[src/rtl/adder_pkg.sv]
// adder_pkg
//   Shared definitions for the 16-bit adder datapath and its consumers.
//   - ST_IDLE / ST_ACCUM / ST_DONE : accumulator FSM encoding (2-bit binary)
//   - ADDER_WIDTH / ACC_WIDTH      : default adder and accumulator widths
package adder_pkg;

    localparam logic [1:0] ST_IDLE  = 2'd0;
    localparam logic [1:0] ST_ACCUM = 2'd1;
    localparam logic [1:0] ST_DONE  = 2'd2;

    localparam int ADDER_WIDTH = 16;
    localparam int ACC_WIDTH   = 24;

    typedef enum logic [1:0] {
        S_IDLE  = ST_IDLE,
        S_ACCUM = ST_ACCUM,
        S_DONE  = ST_DONE
    } acc_state_t;

endpackage

[src/rtl/adder_beat_counter.sv]
// adder_beat_counter
//   Counts accepted beats within a burst.
//   Ports:
//     clk, rst  : clock, asynchronous active-high reset
//     clr       : synchronous clear (wins over en)
//     en        : count one beat this cycle
//     count     : beats counted so far
//     last      : next counted beat is beat number COUNT_MAX
module adder_beat_counter
    import adder_pkg::*;
#(
    parameter int COUNT_MAX = 16,
    parameter int CW        = $clog2(COUNT_MAX + 1)
) (
    input  logic          clk,
    input  logic          rst,
    input  logic          clr,
    input  logic          en,
    output logic [CW-1:0] count,
    output logic          last
);

    logic [CW-1:0] r_count;

    always_ff @(posedge clk or posedge rst) begin
        if (rst) begin
            r_count <= '0;
        end else if (clr) begin
            r_count <= '0;
        end else if (en) begin
            r_count <= r_count + 1'b1;
        end
    end

    // Combinational look-ahead so the FSM can leave ACCUM on the same
    // edge that accepts the terminal beat.
    assign last  = (r_count == CW'(COUNT_MAX - 1));
    assign count = r_count;

endmodule

[src/rtl/adder_result_accumulator.sv]
// adder_result_accumulator
//   Sums a burst of COUNT_MAX {cout, sum} adder results into an
//   ACC_WIDTH accumulator over a valid/ready handshake.
//   Ports:
//     clk, rst  : clock, asynchronous active-high reset
//     start     : one-cycle pulse; clears and (re)starts a burst
//     in_valid  : sum/cout carry a valid result
//     in_ready  : registered, high only while accumulating
//     sum, cout : adder result
//     acc       : running total (mod 2^ACC_WIDTH)
//     count     : beats accepted in the current burst
//     done      : burst complete, held until start or rst
//     ovf       : sticky accumulator overflow for the burst
module adder_result_accumulator #(
    parameter int WIDTH     = adder_pkg::ADDER_WIDTH,
    parameter int ACC_WIDTH = adder_pkg::ACC_WIDTH,
    parameter int COUNT_MAX = 16,
    parameter int CW        = $clog2(COUNT_MAX + 1)
) (
    input  logic                 clk,
    input  logic                 rst,
    input  logic                 start,
    input  logic                 in_valid,
    output logic                 in_ready,
    input  logic [WIDTH-1:0]     sum,
    input  logic                 cout,
    output logic [ACC_WIDTH-1:0] acc,
    output logic [CW-1:0]        count,
    output logic                 done,
    output logic                 ovf
);

    import adder_pkg::*;

    localparam int AW1 = ACC_WIDTH + 1;

    acc_state_t           r_state;
    logic [ACC_WIDTH-1:0] r_acc;
    logic                 r_ovf;
    logic                 r_done;
    logic                 r_in_ready;

    logic                 w_beat;
    logic                 w_last;
    logic [AW1-1:0]       w_total;

    // A start in ACCUM drops any beat on the same edge.
    assign w_beat  = in_valid && r_in_ready && !start;
    // One extra bit captures the carry out of the accumulator.
    assign w_total = {1'b0, r_acc} + AW1'({cout, sum});

    adder_beat_counter #(
        .COUNT_MAX (COUNT_MAX),
        .CW        (CW)
    ) u_cnt (
        .clk   (clk),
        .rst   (rst),
        .clr   (start),
        .en    (w_beat),
        .count (count),
        .last  (w_last)
    );

    always_ff @(posedge clk or posedge rst) begin
        if (rst) begin
            r_state    <= S_IDLE;
            r_acc      <= '0;
            r_ovf      <= 1'b0;
            r_done     <= 1'b0;
            r_in_ready <= 1'b0;
        end else begin
            case (r_state)
                S_IDLE, S_DONE: begin
                    if (start) begin
                        r_state    <= S_ACCUM;
                        r_acc      <= '0;
                        r_ovf      <= 1'b0;
                        r_done     <= 1'b0;
                        r_in_ready <= 1'b1;
                    end
                end
                S_ACCUM: begin
                    if (start) begin
                        r_acc <= '0;
                        r_ovf <= 1'b0;
                    end else if (w_beat) begin
                        r_acc <= w_total[ACC_WIDTH-1:0];
                        if (w_total[ACC_WIDTH]) r_ovf <= 1'b1;
                        if (w_last) begin
                            r_state    <= S_DONE;
                            r_done     <= 1'b1;
                            r_in_ready <= 1'b0;
                        end
                    end
                end
                default: begin
                    r_state    <= S_IDLE;
                    r_in_ready <= 1'b0;
                end
            endcase
        end
    end

    assign acc      = r_acc;
    assign ovf      = r_ovf;
    assign done     = r_done;
    assign in_ready = r_in_ready;

endmodule

[config.mk]
export PLATFORM = sky130hd
export DESIGN_NAME = adder_result_accumulator
export DESIGN_NICKNAME = d
export VERILOG_FILES = /design/src/rtl/adder_pkg.sv /design/src/rtl/adder_beat_counter.sv /design/src/rtl/adder_result_accumulator.sv
export SDC_FILE = /design/constraint.sdc
export NUM_CORES = 1
export LEC_CHECK = 0
export ABC_AREA = 1
export BUFFER_PORTS_ARGS = -buffer_cell sky130_fd_sc_hd__buf_4
export CAP_MARGIN = 40
export CORE_MARGIN = 3
export CORE_UTILIZATION = 53
export DETAILED_ROUTE_END_ITERATION = 10
export PLACE_DENSITY = 0.86
export SYNTH_ARGS = -nofsm -noshare
export SYNTH_HDL_FRONTEND = slang
export SYNTH_SLANG_ARGS = --single-unit
[constraint.sdc]
create_clock -name clk -period 4.4 [get_ports clk]
set_input_delay 0.44 -clock clk [delete_from_list [all_inputs] [get_ports clk]]
set_output_delay 0.44 -clock clk [all_outputs]
set_load 0.03 [all_outputs]
== Word-level counts from Yosys, hierarchy flattened ==
Index checks and enable logic that the tools add are counted.
Storage, ports and cells
  bits in registers: 34
  bits of input ports: 21
  output and inout bits: 32
  word-level logic and storage cells: 53
Operators by class
  $add $sub $neg: 2
  equality and inequality tests: 9
  multiplexer cells: 25
  reduce and logical (&&, ||, !) cells: 11
Operators with widths (number)
  two-way mux 24 bit: 3
  case mux 24 bit (2 select lines): 1
  adder 24 x 17 -> 25 bit: 1
  two-way mux 1 bit: 11
  two-way mux 5 bit: 2
  two-way mux 2 bit: 4
  AND reduction 4 bit: 2
  case mux 1 bit (2 select lines): 3
  adder 5 x 1 -> 5 bit, second input constant: 1
  == test 5 x 4 -> 1 bit, second input constant: 1
  AND reduction 5 bit: 1
  inequality test 2 x 1 -> 1 bit, second input constant: 2
  inequality test 2 bit, second input constant: 2
  case mux 2 bit (2 select lines): 1
  nonzero test 2 bit: 2
  inequality test 3 x 2 -> 1 bit, second input constant: 1
  inequality test 3 bit, second input constant: 1
  AND reduction 3 bit: 1
  == test 2 x 1 -> 1 bit, second input constant: 1
  == test 2 bit, second input constant: 1
  logical AND 1 bit: 2
  zero test 2 bit: 1
  OR reduction 2 bit: 1
  zero test 1 bit: 1

== Depth between registers and ports, before layout ==
  depth in word-level cells: 5
  depth in mapped cells: 14

== Cells and area by module ==
Synthesis repeated with hierarchy kept, for this count alone.
Unflattened totals
  cell total of the unflattened synthesis: 377
  area total of the unflattened synthesis: 2578.7 sq um
By module, submodules not included
  adder_result_accumulator: instances 1, cells each 345, area each 2311.0 sq um, seq. area each 725.7 sq um
  adder_beat_counter: instances 1, cells each 32, area each 267.8 sq um, seq. area each 125.1 sq um

== Worst setup path before layout ==
OpenSTA, ideal clock, no wires.
  kind: register to register
  start: register r_acc[0] (netlist: acc[0])
  end: register r_acc[10] (netlist: acc[10])
  setup time: 0.119 ns
  arrival time: 1.848 ns
  data required time: 4.281 ns
  path slack: 2.433 ns
  stages on the path, launching flop included: 12
  path buffers: 0
  clock period less this slack: 1.967 ns
  cells stage by stage: dfrtp_1 > ha_1 > fa_1 > nand2_1 > nand2_1 > and2_1 > nand2_1 > nand2_1 > nand2_1 > nand2_1 > nor2_1 > o21ai_2
On the way
  longest elaborated chain between the ends: 4
RTL lines
  from (decl): line adder_result_accumulator.sv:38  | logic [ACC_WIDTH-1:0] r_acc;
  from (signal assigned): line adder_result_accumulator.sv:87  | r_acc <= w_total[ACC_WIDTH-1:0];
  adder 24 x 17 -> 25 bit: line adder_result_accumulator.sv:50  | assign w_total = {1'b0, r_acc} + AW1'({cout, sum});
  two-way mux 24 bit: line adder_result_accumulator.sv:86  | end else if (w_beat) begin
  two-way mux 24 bit: line adder_result_accumulator.sv:83  | if (start) begin
  case mux 24 bit (2 select lines): line adder_result_accumulator.sv:72  | case (r_state)
No other way between the ends. The select of a mux whose other input is x is not followed.
A chain may end at the register's enable or synchronous reset.

== Worst setup path in the final report ==
Ends and elaborated chain as after synthesis.

==> results.py <==
metrics = {
    "outcome": {
        "run_status": "complete, no violations",
    },
    "route": {
        "via_count": 2858,
        "met2_wirelength_mm": 3.09,
        "ant_nets": 0,
        "met3_wirelength_um": 457,
        "m1WireLength_mm": 3.10,
        "routedWlPerCell_um": 12.5,
        "firstDrtPassIters": 5,
        "drcViolationCount": 0,
        "routed_via_density": 5.24,
        "highest_layer": "met4",
        "drt-total-wl_mm": 6.79,
        "drt_iter0_markers": 196,
    },
    "die": {
        "core.rowCount": 25,
        "dieWidth_um": 78.6,
        "die_h_um": 78.6,
        "start_util_pct": 56.9,
        "dieArea_um2": 6180,
        "core_area_um2": 4910,
        "ios": 53,
    },
    "placed_design": {
        "placed_area_um2": 3250,
        "pre_cts_slack_ps": 2210,
        "port_buffers": 52,
        "placedCellCount": 537,
        "gp_congestion": 0.902,
        "dp_hpwl_mm": 5.24,
    },
    "pwr": {
        "power.density_nw_per_um2": 339,
        "comb_power_share_pct": 45.9,
        "p_int_mw": 0.633,
        "ir_worst_vdd_v": 0.000226,
        "power_mw": 1.13,
        "switching_share_pct": 44.0,
        "seq_power_share_pct": 33.9,
        "p_leak_nw": 1.89,
        "p_clk_share_pct": 20.2,
        "p_switching_mw": 0.497,
    },
    "clocking": {
        "clock-sinks": 33,
        "cts_resized": 0,
        "clk_latency_ps": 290,
        "cts.htree.levels": 2,
        "path_clk_slew_ps": 80,
        "cts_tree": "yes",
        "clk_path_buf_depth": 2,
        "ctsHoldBuffers": 0,
        "cts_setup_buffers": 0,
        "root_buffer": "clkbuf_8",
        "cts_made_buffers": 5,
    },
    "layout": {
        "n_fill_cell": 441,
        "final_nets": 518,
        "final_common_cell": "nand2_1",
        "fin_cells": 545,
        "num_antenna_cells": 0,
        "design_area_um2": 3330,
        "syn_to_final_growth_pct": 19.1,
        "most-common-layout-cells": "nand2_1, inv_1, buf_4",
        "drive_above_1_share_pct": 20.9,
    },
    "worst_setup_path": {
        "setup.worst_path.start_class": "flop",
        "crit_fanout": 4,
        "cp.required_ps": 4580,
        "crit_top_cell": "nand2_1",
        "cp-startpoint": "acc[0]",
        "rr_startpoint": "acc[0]",
        "crit_buf_inv": 0,
        "critical_path.max_stage_delay_ps": 430,
        "end_kind": "flop",
        "critical_path_arrival_ps": 2220,
        "path_cells": "ha_1, fa_1, nand2_1, nand2_1, and2_1, nand2_1, nand2_1, nand2_1, nand2_1, nor2_1, o21ai_2",
        "crit_family": "simple AND/OR/NAND/NOR gates",
        "critPathSlowestCell": "fa_1",
        "crit_type": "reg2reg",
    },
    "run": {
        "cap_violations": 0,
    },
    "sta": {
        "setup_viol": 0,
        "rsz0062_at_grt": "no",
        "setup_tns_ps": 0,
        "worstMarginPinSlew_ps": 450,
        "hold_viol": 0,
        "fin_skew_ps": 8.33,
        "slew_headroom_pct": 70.0,
        "fmax_ghz": 0.490,
        "drv_slew": 0,
        "period_minus_slack_ps": 2040,
        "fin_crit_sh_pct": 46.3,
        "setup_slack_ps": 2360,
    },
    "yosys": {
        "synth_cell_types": 38,
        "synth_top_area_share_pct": 29.5,
        "syn_inst": 420,
        "seq_area_frac_synth_pct": 29.5,
        "yosys_warnings": 0,
        "syn-cell-area_um2": 2800,
        "avgSynthCellArea_um2": 6.66,
        "synth_nets": 461,
        "synthTopCellsByArea": "dfrtp_1, nand2_1, ha_1",
        "yosys_register_bits": 33,
        "yosysTopAreaCell": "dfrtp_1",
    },
    "hold_path": {
        "min_path_type": "in2async",
    },
    "grt": {
        "grt_pass1_vias": 2697,
        "antenna_found_initial": 0,
        "overflow": 0,
        "grt_usage_pct": 23.1,
        "grt_pass1_wl_mm": 11.7,
        "grt_max_degree": 34,
    },
}
## worst reg2reg max path, delay by kind of cell (launching register included)
family,cells,cell delay (ps)
simple gates,8,800
flops,1,400
fa+ha+maj,2,670
compound gates,1,70
## cell type report
class	count	area [µm²]	share of cell area (%)
Clock inverter	2	10.0	0.301
Tap cell	67	83.8	2.52
Multi-Input combinational cell	323	1700	51.1
Clock buffer	6	72.6	2.18
Sequential cell	33	826	24.8
Inverter	61	238	7.14
Timing Repair Buffer	53	398	12.0
## sequential cells by signal, indices dropped and copies added (netlist names)
signal,flops
u_cnt.count,5
ovf,1
done,1
r_state,1
acc,24
in_ready,1
## cell usage after synthesis
library cell and instances:
inv_6 1, a21oi_2 1, inv_1 55, o21ai_1 3, buf_6 2, nor3_1 6
inv_4 1, nand3b_1 4, nand4_4 1, clkinv_2 1, nor2_2 5, a21oi_1 21
nand3_1 22, dfrtp_1 33, and2_1 1, o31ai_1 1, a32o_1 1, ha_1 19
or2_2 2, nor2_4 1, xnor2_1 1, o21ai_0 11, o22ai_1 1, nand3_2 3
a31oi_2 1, fa_1 1, a22o_1 2, nand2_4 4, nand2_1 152, buf_4 1
nand4_1 2, o21ai_2 5, and3_1 2, nor2_1 39, o21bai_2 1, inv_2 3
nand2_2 9, nor3_4 1
## layer usage
layer / GRT usage (%) / up-vias
met3: 3.67 / 19
met1: 30.9 / 1278
li1: - / 1447
met2: 38.5 / 114
met5: 0 / -
met4: 6.64 / 0
## power by group through the flow
stage	clock (mW)	combinational (mW)	sequential, mW
floorplan	0	0.297	0.458
CTS	0.231	0.517	0.383
global placement	0	0.508	0.386
global route	0.245	0.580	0.390
finish	0.228	0.519	0.383
detailed placement	0	0.514	0.388
## final timing paths
kind	end	slack, ps	depth (start not counted)
setup / recovery	acc[10]	2360	11
hold / removal	acc[9]	240	3
setup reg to reg	acc[10]	2360	11
hold reg to reg	ovf	480	2
max in group asynchronous	acc[15]	3820	3
min in group clk	r_state[1]	430	2
## metrics by stage
stage / hold WS, ps / utilization, %
after floorplan: 538 / -
after global placement: 464 / 66.1
after detailed placement: 467 / 66.1
after CTS: 267 / 67.8
after global routing: 297 / 67.8
final: 236 / 67.8
## logic make-up after synthesis
group,share of synthesized area (%)
flip-flops,29.5
AND/OR/NAND/NOR,40.9
adder cells (fa/ha/maj),9.22
buffers and inverters,9.58
AO/OA/AOI/OAI,10.5
XOR/XNOR,0.313
Note: power is estimated with default switching activity, not from simulation.
